**src/rtl/echo_width_meter.sv**
```systemverilog
// ---------------------------------------------------------------------------
// echo_width_meter
//
// Ultrasonic range-sensor front end. A start request fires a fixed-width
// trigger pulse at the sensor, then the block times how long the sensor's
// echo line stays high, in clock cycles. The result is reported with a
// one-cycle valid strobe, or a timeout strobe when no complete echo arrives
// inside the timeout window.
//
// Optional feature macro: ECHO_HOLDOFF_EN
//   defined   : after every result the block stays busy in a HOLDOFF state so
//               the sensor cannot be re-triggered during its ring-down time.
//   undefined : the block returns to IDLE straight after the result.
// ---------------------------------------------------------------------------
module echo_width_meter #(
    parameter int TRIG_COUNTS    = 1250,     // trigger high time, cycles
    parameter int TIMEOUT_COUNTS = 3750000,  // trigger end to echo fall limit
    parameter int HOLDOFF_COUNTS = 7500000,  // re-arm lockout after a result
    parameter int CNT_W          = 24        // counter and result width
) (
    input  logic             clk,
    input  logic             reset,
    input  logic             start,
    input  logic             echo,
    output logic             trig,
    output logic             busy,
    output logic [CNT_W-1:0] width,
    output logic             valid,
    output logic             timeout
);

    // -----------------------------------------------------------------------
    // Elaboration-time parameter sanity checks. The holdoff length must be at
    // least 2 because the DONE cycle counts as the first lockout cycle; it is
    // checked in both builds so the macro alone can switch the feature on.
    // -----------------------------------------------------------------------
    if (TRIG_COUNTS < 1) begin : g_bad_trig
        $error("echo_width_meter: TRIG_COUNTS must be >= 1");
    end
    if (TIMEOUT_COUNTS < 1) begin : g_bad_timeout_min
        $error("echo_width_meter: TIMEOUT_COUNTS must be >= 1");
    end
    if (longint'(TIMEOUT_COUNTS) >= (longint'(1) << CNT_W)) begin : g_bad_timeout_max
        $error("echo_width_meter: TIMEOUT_COUNTS must be < 2**CNT_W");
    end
    if (HOLDOFF_COUNTS < 2) begin : g_bad_holdoff
        $error("echo_width_meter: HOLDOFF_COUNTS must be >= 2");
    end

    // -----------------------------------------------------------------------
    // Counter widths and terminal values
    // -----------------------------------------------------------------------
    localparam int TRIG_W = (TRIG_COUNTS > 1) ? $clog2(TRIG_COUNTS) : 1;

    localparam logic [TRIG_W-1:0] TRIG_LAST    = TRIG_W'(TRIG_COUNTS - 1);
    localparam logic [CNT_W-1:0]  TIMEOUT_LAST = CNT_W'(TIMEOUT_COUNTS - 1);
    localparam logic [CNT_W-1:0]  WIDTH_MAX    = {CNT_W{1'b1}};

`ifdef ECHO_HOLDOFF_EN
    localparam int HOLD_W = $clog2(HOLDOFF_COUNTS);
    localparam logic [HOLD_W-1:0] HOLD_LAST = HOLD_W'(HOLDOFF_COUNTS - 1);
`endif

    // -----------------------------------------------------------------------
    // FSM state encoding
    // -----------------------------------------------------------------------
    typedef enum logic [2:0] {
        ST_IDLE      = 3'd0,
        ST_TRIG      = 3'd1,
        ST_WAIT_RISE = 3'd2,
        ST_MEASURE   = 3'd3,
        ST_DONE      = 3'd4
`ifdef ECHO_HOLDOFF_EN
        ,
        ST_HOLDOFF   = 3'd5
`endif
    } state_t;

    state_t            state_reg;

    // Registered outputs
    logic              trig_reg;
    logic              busy_reg;
    logic [CNT_W-1:0]  width_reg;
    logic              valid_reg;
    logic              timeout_reg;

    // Counters
    logic [TRIG_W-1:0] trig_cnt_reg;
    logic [CNT_W-1:0]  timeout_cnt_reg;
    logic [CNT_W-1:0]  width_cnt_reg;
`ifdef ECHO_HOLDOFF_EN
    logic [HOLD_W-1:0] hold_cnt_reg;
`endif

    // Echo synchronizer: [0] and [1] are the two metastability flops, [2] is
    // the previous synchronized value used for edge detection.
    logic [2:0]        echo_sync_reg;
    logic              echo_s;
    logic              echo_prev;
    logic              echo_rise;
    logic              echo_fall;

    // Two-flop synchronizer plus one history flop for edge detection
    always_ff @(posedge clk) begin
        if (reset) begin
            echo_sync_reg <= 3'b000;
        end else begin
            echo_sync_reg <= {echo_sync_reg[1:0], echo};
        end
    end

    assign echo_s    = echo_sync_reg[1];
    assign echo_prev = echo_sync_reg[2];
    assign echo_rise = echo_s & ~echo_prev;
    assign echo_fall = ~echo_s & echo_prev;

    // Measurement sequencer: trigger, wait for echo, time it, report, re-arm
    always_ff @(posedge clk) begin
        if (reset) begin
            state_reg       <= ST_IDLE;
            trig_reg        <= 1'b0;
            busy_reg        <= 1'b0;
            width_reg       <= '0;
            valid_reg       <= 1'b0;
            timeout_reg     <= 1'b0;
            trig_cnt_reg    <= '0;
            timeout_cnt_reg <= '0;
            width_cnt_reg   <= '0;
`ifdef ECHO_HOLDOFF_EN
            hold_cnt_reg    <= '0;
`endif
        end else begin
            // Result strobes are single-cycle by default
            valid_reg   <= 1'b0;
            timeout_reg <= 1'b0;

            case (state_reg)
                ST_IDLE: begin
                    if (start) begin
                        state_reg    <= ST_TRIG;
                        trig_reg     <= 1'b1;
                        busy_reg     <= 1'b1;
                        trig_cnt_reg <= '0;
                    end
                end

                ST_TRIG: begin
                    // Trigger rose on the accepting edge, so it falls on the
                    // TRIG_COUNTS-th edge afterwards.
                    if (trig_cnt_reg == TRIG_LAST) begin
                        state_reg       <= ST_WAIT_RISE;
                        trig_reg        <= 1'b0;
                        timeout_cnt_reg <= '0;
                    end else begin
                        trig_cnt_reg <= trig_cnt_reg + TRIG_W'(1);
                    end
                end

                ST_WAIT_RISE: begin
                    // Only a true rising edge starts a measurement, so an echo
                    // that was already high when the trigger ended must first
                    // drop and rise again. Expiry beats a coincident rise
                    // because nothing could be measured afterwards anyway.
                    if (timeout_cnt_reg == TIMEOUT_LAST) begin
                        timeout_reg <= 1'b1;
                        state_reg   <= ST_DONE;
                    end else begin
                        timeout_cnt_reg <= timeout_cnt_reg + CNT_W'(1);
                        if (echo_rise) begin
                            state_reg     <= ST_MEASURE;
                            width_cnt_reg <= CNT_W'(1);
                        end
                    end
                end

                ST_MEASURE: begin
                    // The timeout window keeps running from the trigger end;
                    // a fall on the expiry edge still counts as a good result.
                    if (echo_fall) begin
                        width_reg <= width_cnt_reg;
                        valid_reg <= 1'b1;
                        state_reg <= ST_DONE;
                    end else if (timeout_cnt_reg == TIMEOUT_LAST) begin
                        timeout_reg <= 1'b1;
                        state_reg   <= ST_DONE;
                    end else begin
                        timeout_cnt_reg <= timeout_cnt_reg + CNT_W'(1);
                        if (echo_s && (width_cnt_reg != WIDTH_MAX)) begin
                            width_cnt_reg <= width_cnt_reg + CNT_W'(1);
                        end
                    end
                end

                ST_DONE: begin
`ifdef ECHO_HOLDOFF_EN
                    // The DONE cycle is the first cycle of the lockout, so
                    // busy stays high HOLDOFF_COUNTS cycles from the strobe.
                    state_reg    <= ST_HOLDOFF;
                    hold_cnt_reg <= HOLD_W'(1);
`else
                    state_reg <= ST_IDLE;
                    busy_reg  <= 1'b0;
`endif
                end

`ifdef ECHO_HOLDOFF_EN
                ST_HOLDOFF: begin
                    if (hold_cnt_reg == HOLD_LAST) begin
                        state_reg <= ST_IDLE;
                        busy_reg  <= 1'b0;
                    end else begin
                        hold_cnt_reg <= hold_cnt_reg + HOLD_W'(1);
                    end
                end
`endif

                default: begin
                    state_reg <= ST_IDLE;
                    trig_reg  <= 1'b0;
                    busy_reg  <= 1'b0;
                end
            endcase
        end
    end

    assign trig    = trig_reg;
    assign busy    = busy_reg;
    assign width   = width_reg;
    assign valid   = valid_reg;
    assign timeout = timeout_reg;

endmodule

```
**config.mk**
```make
export PLATFORM = sky130hd
export DESIGN_NAME = echo_width_meter
export DESIGN_NICKNAME = d
export VERILOG_FILES = /design/src/rtl/echo_width_meter.sv
export SDC_FILE = /design/constraint.sdc
export NUM_CORES = 1
export LEC_CHECK = 0
export ABC_CLOCK_PERIOD_IN_PS = 6300
export CORE_MARGIN = 4
export CORE_UTILIZATION = 29
export DETAILED_ROUTE_END_ITERATION = 16
export SYNTH_ARGS = -nofsm -noshare
export SYNTH_HDL_FRONTEND = slang
export SYNTH_SLANG_ARGS = --single-unit
```
**constraint.sdc**
```tcl
create_clock -name clk -period 6.3 [get_ports clk]
set_input_delay 1.26 -clock clk [delete_from_list [all_inputs] [get_ports clk]]
set_output_delay 1.26 -clock clk [all_outputs]
set_load 0.005 [all_outputs]
```
==> results.cfg, run 1 <==
[outcome]
status = completed

[cts]
cts.sinks = 93
clockBufferDepth = 2
post_cts_resized = 0
hold_buffers = 0
clk_pin_slew_ps = 60
cts-root-buf = clkbuf_16
cts_tree = built
htree_levels = 3
postCtsSetupRepairBufs = 0
numCtsBuffers = 9
clk_latency_ps = 350

[critical_path]
max_stage_delay_ps = 880
crit_family = compound AO/OA/AOI/OAI gates
worstSetupStartpointType = flip-flop
cp-end-kind = flip-flop
crit_path_max_fanout = 14
crit_slowest_cell = o22ai_1
critPathArrivalTime_ps = 3420
required_ps = 6550
crit_buf_inv = 0
crit_type = reg -> reg
crit_chain = ha_1 > nand4_1 > or4_1 > o22ai_1 > nor2_1 > a311oi_1

[floorplanning]
boundaryPins = 32
rows = 45
initial_core_util_pct = 29.8
chipHeight_um = 133
fp.dieW_um = 133
die-area_um2 = 17800
core_region_area_um2 = 15300

[drt]
ant_nets = 0
wire_per_inst_um = 15.0
drt-total-wl_mm = 11.7
via_count = 4283
dr.first_iter.drc_count = 409
route.detailed.drc = 0
vias_per_cell = 5.48
dr.pass1.iters = 7

[place]
dpl.cell_count = 765
place_area_um2 = 5010
hpwl_mm = 7.74
place_congestion = 0.834
port_buffers = 31

[global_route]
grtUsageTotal_pct = 13.4
grt_max_degree = 61
first_global_vias = 4158
overflow = 0
grt_pass1_wl_mm = 20.0
antenna_found_initial = 0

[power]
pwr-share-clk_pct = 43.5
intPower_mw = 0.989
ir_drop_uv = 140
leakagePower_nw = 1.68
pwr-share-seq_pct = 46.7
comb_power_share_pct = 9.8
p_per_area_nw_per_um2 = 248
netSwitchingPower_mw = 0.329
total_power_mw = 1.32
swShare_pct = 24.9

[cells_and_area]
drive_gt1_share_pct = 5.79
fill_cells = 1622
antenna_cells = 0
syn2layout_area_growth_pct = 16.6
stdcell_area_um2 = 5320
nets = 573
fin_cells = 781

[yosys]
synthCells = 557
ys_types = 59
synth.cell_area_um2 = 4560
synth_warnings = 0
synth-seq-area-share_pct = 40.9
avgSynthCellArea_um2 = 8.18
async_flop_share_pct = 0
synth_edf_count = 0
synth-main-ff-cell = dfxtp_1
syn_nets = 565
synth_seq_cells = 93

[timing]
min_period_over_period_pct = 50.3
worst_pin_slew_ps = 1250
tns_ps = 0
report.final.slew_viol_count = 0
hold_viol = 0
clock.fmax_mhz = 316
skew_ps = 5.79
layout_min_cycle_time_ps = 3170
rsz0062_at_grt = no
relSlewSlack_pct = 15.7
setup_viol = 0

[worst_hold_path]
hp-class = reg -> reg

[job]
drv_cap = 0
cell usage after synthesis, types with 8 or more instances:
| cell type | number | share of area, % |
|---|---|---|
| dfxtp_1 | 93 | 41 |
| nand2_1 | 82 | 6.8 |
| a21oi_1 | 45 | 4.9 |
| clkbuf_1 | 31 | 2.6 |
| nor2_1 | 29 | 2.4 |
| nand3_1 | 23 | 2.5 |
| o31ai_1 | 21 | 3.5 |
| a31oi_1 | 17 | 2.3 |
| nand4_1 | 17 | 2.3 |
| and3_1 | 15 | 2.1 |
| o21ai_0 | 14 | 1.5 |
| nor3_1 | 12 | 1.3 |
| nand2b_1 | 10 | 1.4 |
| inv_1 | 9 | 0.74 |
| o311ai_0 | 9 | 1.7 |
| or3_1 | 9 | 1.2 |
| a211oi_1 | 8 | 1.3 |
| xor2_1 | 8 | 1.5 |
cell usage in the layout, fill, tap and decap left out, types with 12 or more instances in the layout:
| master | count |
|---|---|
| nand4_1 | 17 |
| a31oi_1 | 17 |
| a21oi_1 | 45 |
| dfxtp_1 | 93 |
| clkdlybuf4s50_1 | 30 |
| and3_1 | 15 |
| nor2_1 | 29 |
| nand3_1 | 23 |
| o21ai_0 | 14 |
| nand2_1 | 82 |
| nor3_1 | 12 |
| o31ai_1 | 21 |
per-layer routing:
metal	vias to the layer above	track usage (%)	share of wire, %
li1	2104	-	-
met1	2053	16.9	45
met2	108	22.1	48
met3	18	2.98	4.7
met4	0	5.94	2.0
met5	-	0	0
final timing paths:
kind                                        from  cells after the start          endpoint  slack (ps)
worst min register to register  echo_sync_reg[0]                      1  echo_sync_reg[1]         450
worst max register to register  width_cnt_reg[0]                      6  width_cnt_reg[5]        3130
worst max-delay path            width_cnt_reg[0]                      6  width_cnt_reg[5]        3130
worst min-delay path            echo_sync_reg[0]                      1  echo_sync_reg[1]         450
final cells by class:
class	count	area, um^2	share of cell area (%)
inverters	9	33.8	0.636
multi-input cells	417	2510	47.3
flip-flops and latches	93	1860	35.0
well taps	211	264	4.97
clock buffers	11	233	4.38
repair buffers	35	335	6.31
clock inverters	5	75.1	1.41
power groups by stage:
stage	clock (mW)	combinational, mW	sequential, mW
final	0.573	0.129	0.616
after global routing	0.610	0.144	0.618
after CTS	0.586	0.129	0.616
after detailed placement	0	0.128	0.629
after global placement	0	0.126	0.628
after floorplan	0	0.101	0.621
cells by family (layout without fill, tap and decap cells):
logic type	Yosys count	after routing	share of synthesized area [%]
DFF	93	93	40.9
and+or+nand+nor	247	247	28.3
muxes	2	2	0.439
xor gates and xnor gates	9	9	1.73
AOI/OAI and AO/OA	155	155	23.4
adders and majority gates	4	4	1.10
buffers and inverters	47	60	4.17
per-stage QoR:
stage	util (%)	hold WS [ps]	setup slack (ps)
floorplan	-	414	3970
global placement	32.7	443	3210
detailed placement	32.7	442	3200
CTS	34.7	450	3180
global route	34.7	467	2920
finish	34.7	447	3130
(Power assumes the default switching activity.)
==> run 2, diff against run 1 <==
--- a/config.mk
+++ b/config.mk
@@ -5,7 +5,7 @@
 export SDC_FILE = /design/constraint.sdc
 export NUM_CORES = 1
 export LEC_CHECK = 0
-export ABC_CLOCK_PERIOD_IN_PS = 6300
+export ABC_CLOCK_PERIOD_IN_PS = 2800
 export CORE_MARGIN = 4
 export CORE_UTILIZATION = 29
 export DETAILED_ROUTE_END_ITERATION = 16
==> constraint.sdc (replaced) <==
create_clock -name clk -period 2.8 [get_ports clk]
set_input_delay 0.56 -clock clk [delete_from_list [all_inputs] [get_ports clk]]
set_output_delay 0.56 -clock clk [all_outputs]
set_load 0.005 [all_outputs]
==> run 2 against run 1 <==
Against the previous run:
- critical endpoint is now width_cnt_reg[9]
- critical path depth unchanged
- largest cell class unchanged
- register-to-register slack worse by 2800 ps
- sequential cell count unchanged
- first-iteration DRC count down 33%
==> results.cfg, run 2 (synthesis results as in run 1) <==
[timing]
skew_ps = 7.90
setup_viol = 0
relSlewSlack_pct = 50.2
report.final.slew_viol_count = 0
tns_ps = 0
hold-worst-slack_ps = 448
worst_pin_slew_ps = 746
hold_viol = 0
rsz0062_at_grt = no
layout_min_cycle_time_ps = 2470
clock.fmax_mhz = 405
min_period_over_period_pct = 88.2

[floorplanning]
fp.dieW_um = 133
die-area_um2 = 17800
boundaryPins = 32
rows = 45
initial_core_util_pct = 29.8
core_region_area_um2 = 15300
chipHeight_um = 133

[cts]
post_cts_resized = 0
clockBufferDepth = 2
clk_latency_ps = 350
hold_buffers = 0
numCtsBuffers = 9
cts.sinks = 93
postCtsSetupRepairBufs = 0
cts-root-buf = clkbuf_16
htree_levels = 3
clk_pin_slew_ps = 70
cts_tree = built

[power]
ir_drop_uv = 280
leakagePower_nw = 1.76
p_per_area_nw_per_um2 = 585

[job]
drv_cap = 0

[cells_and_area]
syn2layout_area_growth_pct = 19.8
drive_gt1_share_pct = 7.92
stdcell_area_um2 = 5460
final_common_cell = dfxtp_1
antenna_cells = 0
layout_common_cells = 93 x dfxtp_1, 82 x nand2_1, 45 x a21oi_1
fin_cells = 792
nets = 584

[drt]
wire_per_inst_um = 14.9
drt-total-wl_mm = 11.8
vias_per_cell = 5.41
dr.first_iter.drc_count = 274
route.detailed.drc = 0
dr.pass1.iters = 5
ant_nets = 0
via_count = 4281

[global_route]
grt_max_degree = 30
first_global_vias = 4188
grtUsageTotal_pct = 13.6
grt_pass1_wl_mm = 20.3
overflow = 0
antenna_found_initial = 0

[place]
port_buffers = 31
hpwl_mm = 8.05
dpl.cell_count = 776
place_area_um2 = 5090
place_congestion = 0.823

[critical_path]
critPathArrivalTime_ps = 2720
max_stage_delay_ps = 550
required_ps = 3050
crit_chain = ha_1 > nand4_1 > or4_1 > o22a_1 > and3_1 > a41o_1
worstSetupStartpointType = flip-flop
crit_type = reg -> reg
crit_path_max_fanout = 21
crit_slowest_cell = or4_1
cp-end-kind = flip-flop

[outcome]
status = completed

[worst_hold_path]
hp-class = reg -> reg
run 2: cell types whose count changed in the layout (fill, tap and decap cells not counted):
cell        previous run  this run
clkinv_2               3         0
inv_6                  0         1
clkinv_4               0         1
buf_4                  4        15
clkinvlp_4             0         1
clkbuf_1               2         0
bufinv_16              2         4
run 2: final cells by class:
type / instances / area (um^2)
inverter: 9 / 33.8
clock buffer: 9 / 225
fill: 1621 / 9850
clock inverter: 7 / 145
multi-input combinational: 417 / 2510
timing repair buffer: 46 / 418
sequential: 93 / 1860
tap: 211 / 264
run 2: per-stage QoR:
stage	worst slack [ps]	util (%)	power [mW]
finish	329	35.7	3.19
global route	135	35.7	3.32
CTS	327	35.7	3.22
detailed placement	343	33.2	1.70
global placement	446	33.2	1.70
floorplan	645	-	1.62
run 2: worst paths after layout:
kind,startpoint,endpoint,slack [ps],cells after the start
setup reg to reg,width_cnt_reg[0],width_cnt_reg[9],330,6
setup / recovery,width_cnt_reg[0],width_cnt_reg[9],330,6
hold / removal,echo_sync_reg[0],echo_sync_reg[1],450,1
hold reg to reg,echo_sync_reg[0],echo_sync_reg[1],450,1
run 2: metal layers:
metal	global-route usage (%)	wire (um)	share of wire (%)
met1	16.9	5360	45
met2	23.0	5800	49
met3	3.32	477	4.0
met4	4.69	179	1.5
met5	0	0	0
run 2: report_power, final:
group | switching, mW | leakage, nW | internal (mW)
logic | 0.188 | 0.830 | 0.105
registers | 0.0352 | 0.751 | 1.35
clock network | 0.549 | 0.176 | 0.968
total | 0.772 | 1.76 | 2.42
run 2: critical path: cells and delay by family (launching register included):
kind	cells	cell delay, ps
and+or+nand+nor	3	1000
AOI/OAI and AO/OA	2	700
DFF	1	420
adders and majority gates	1	240
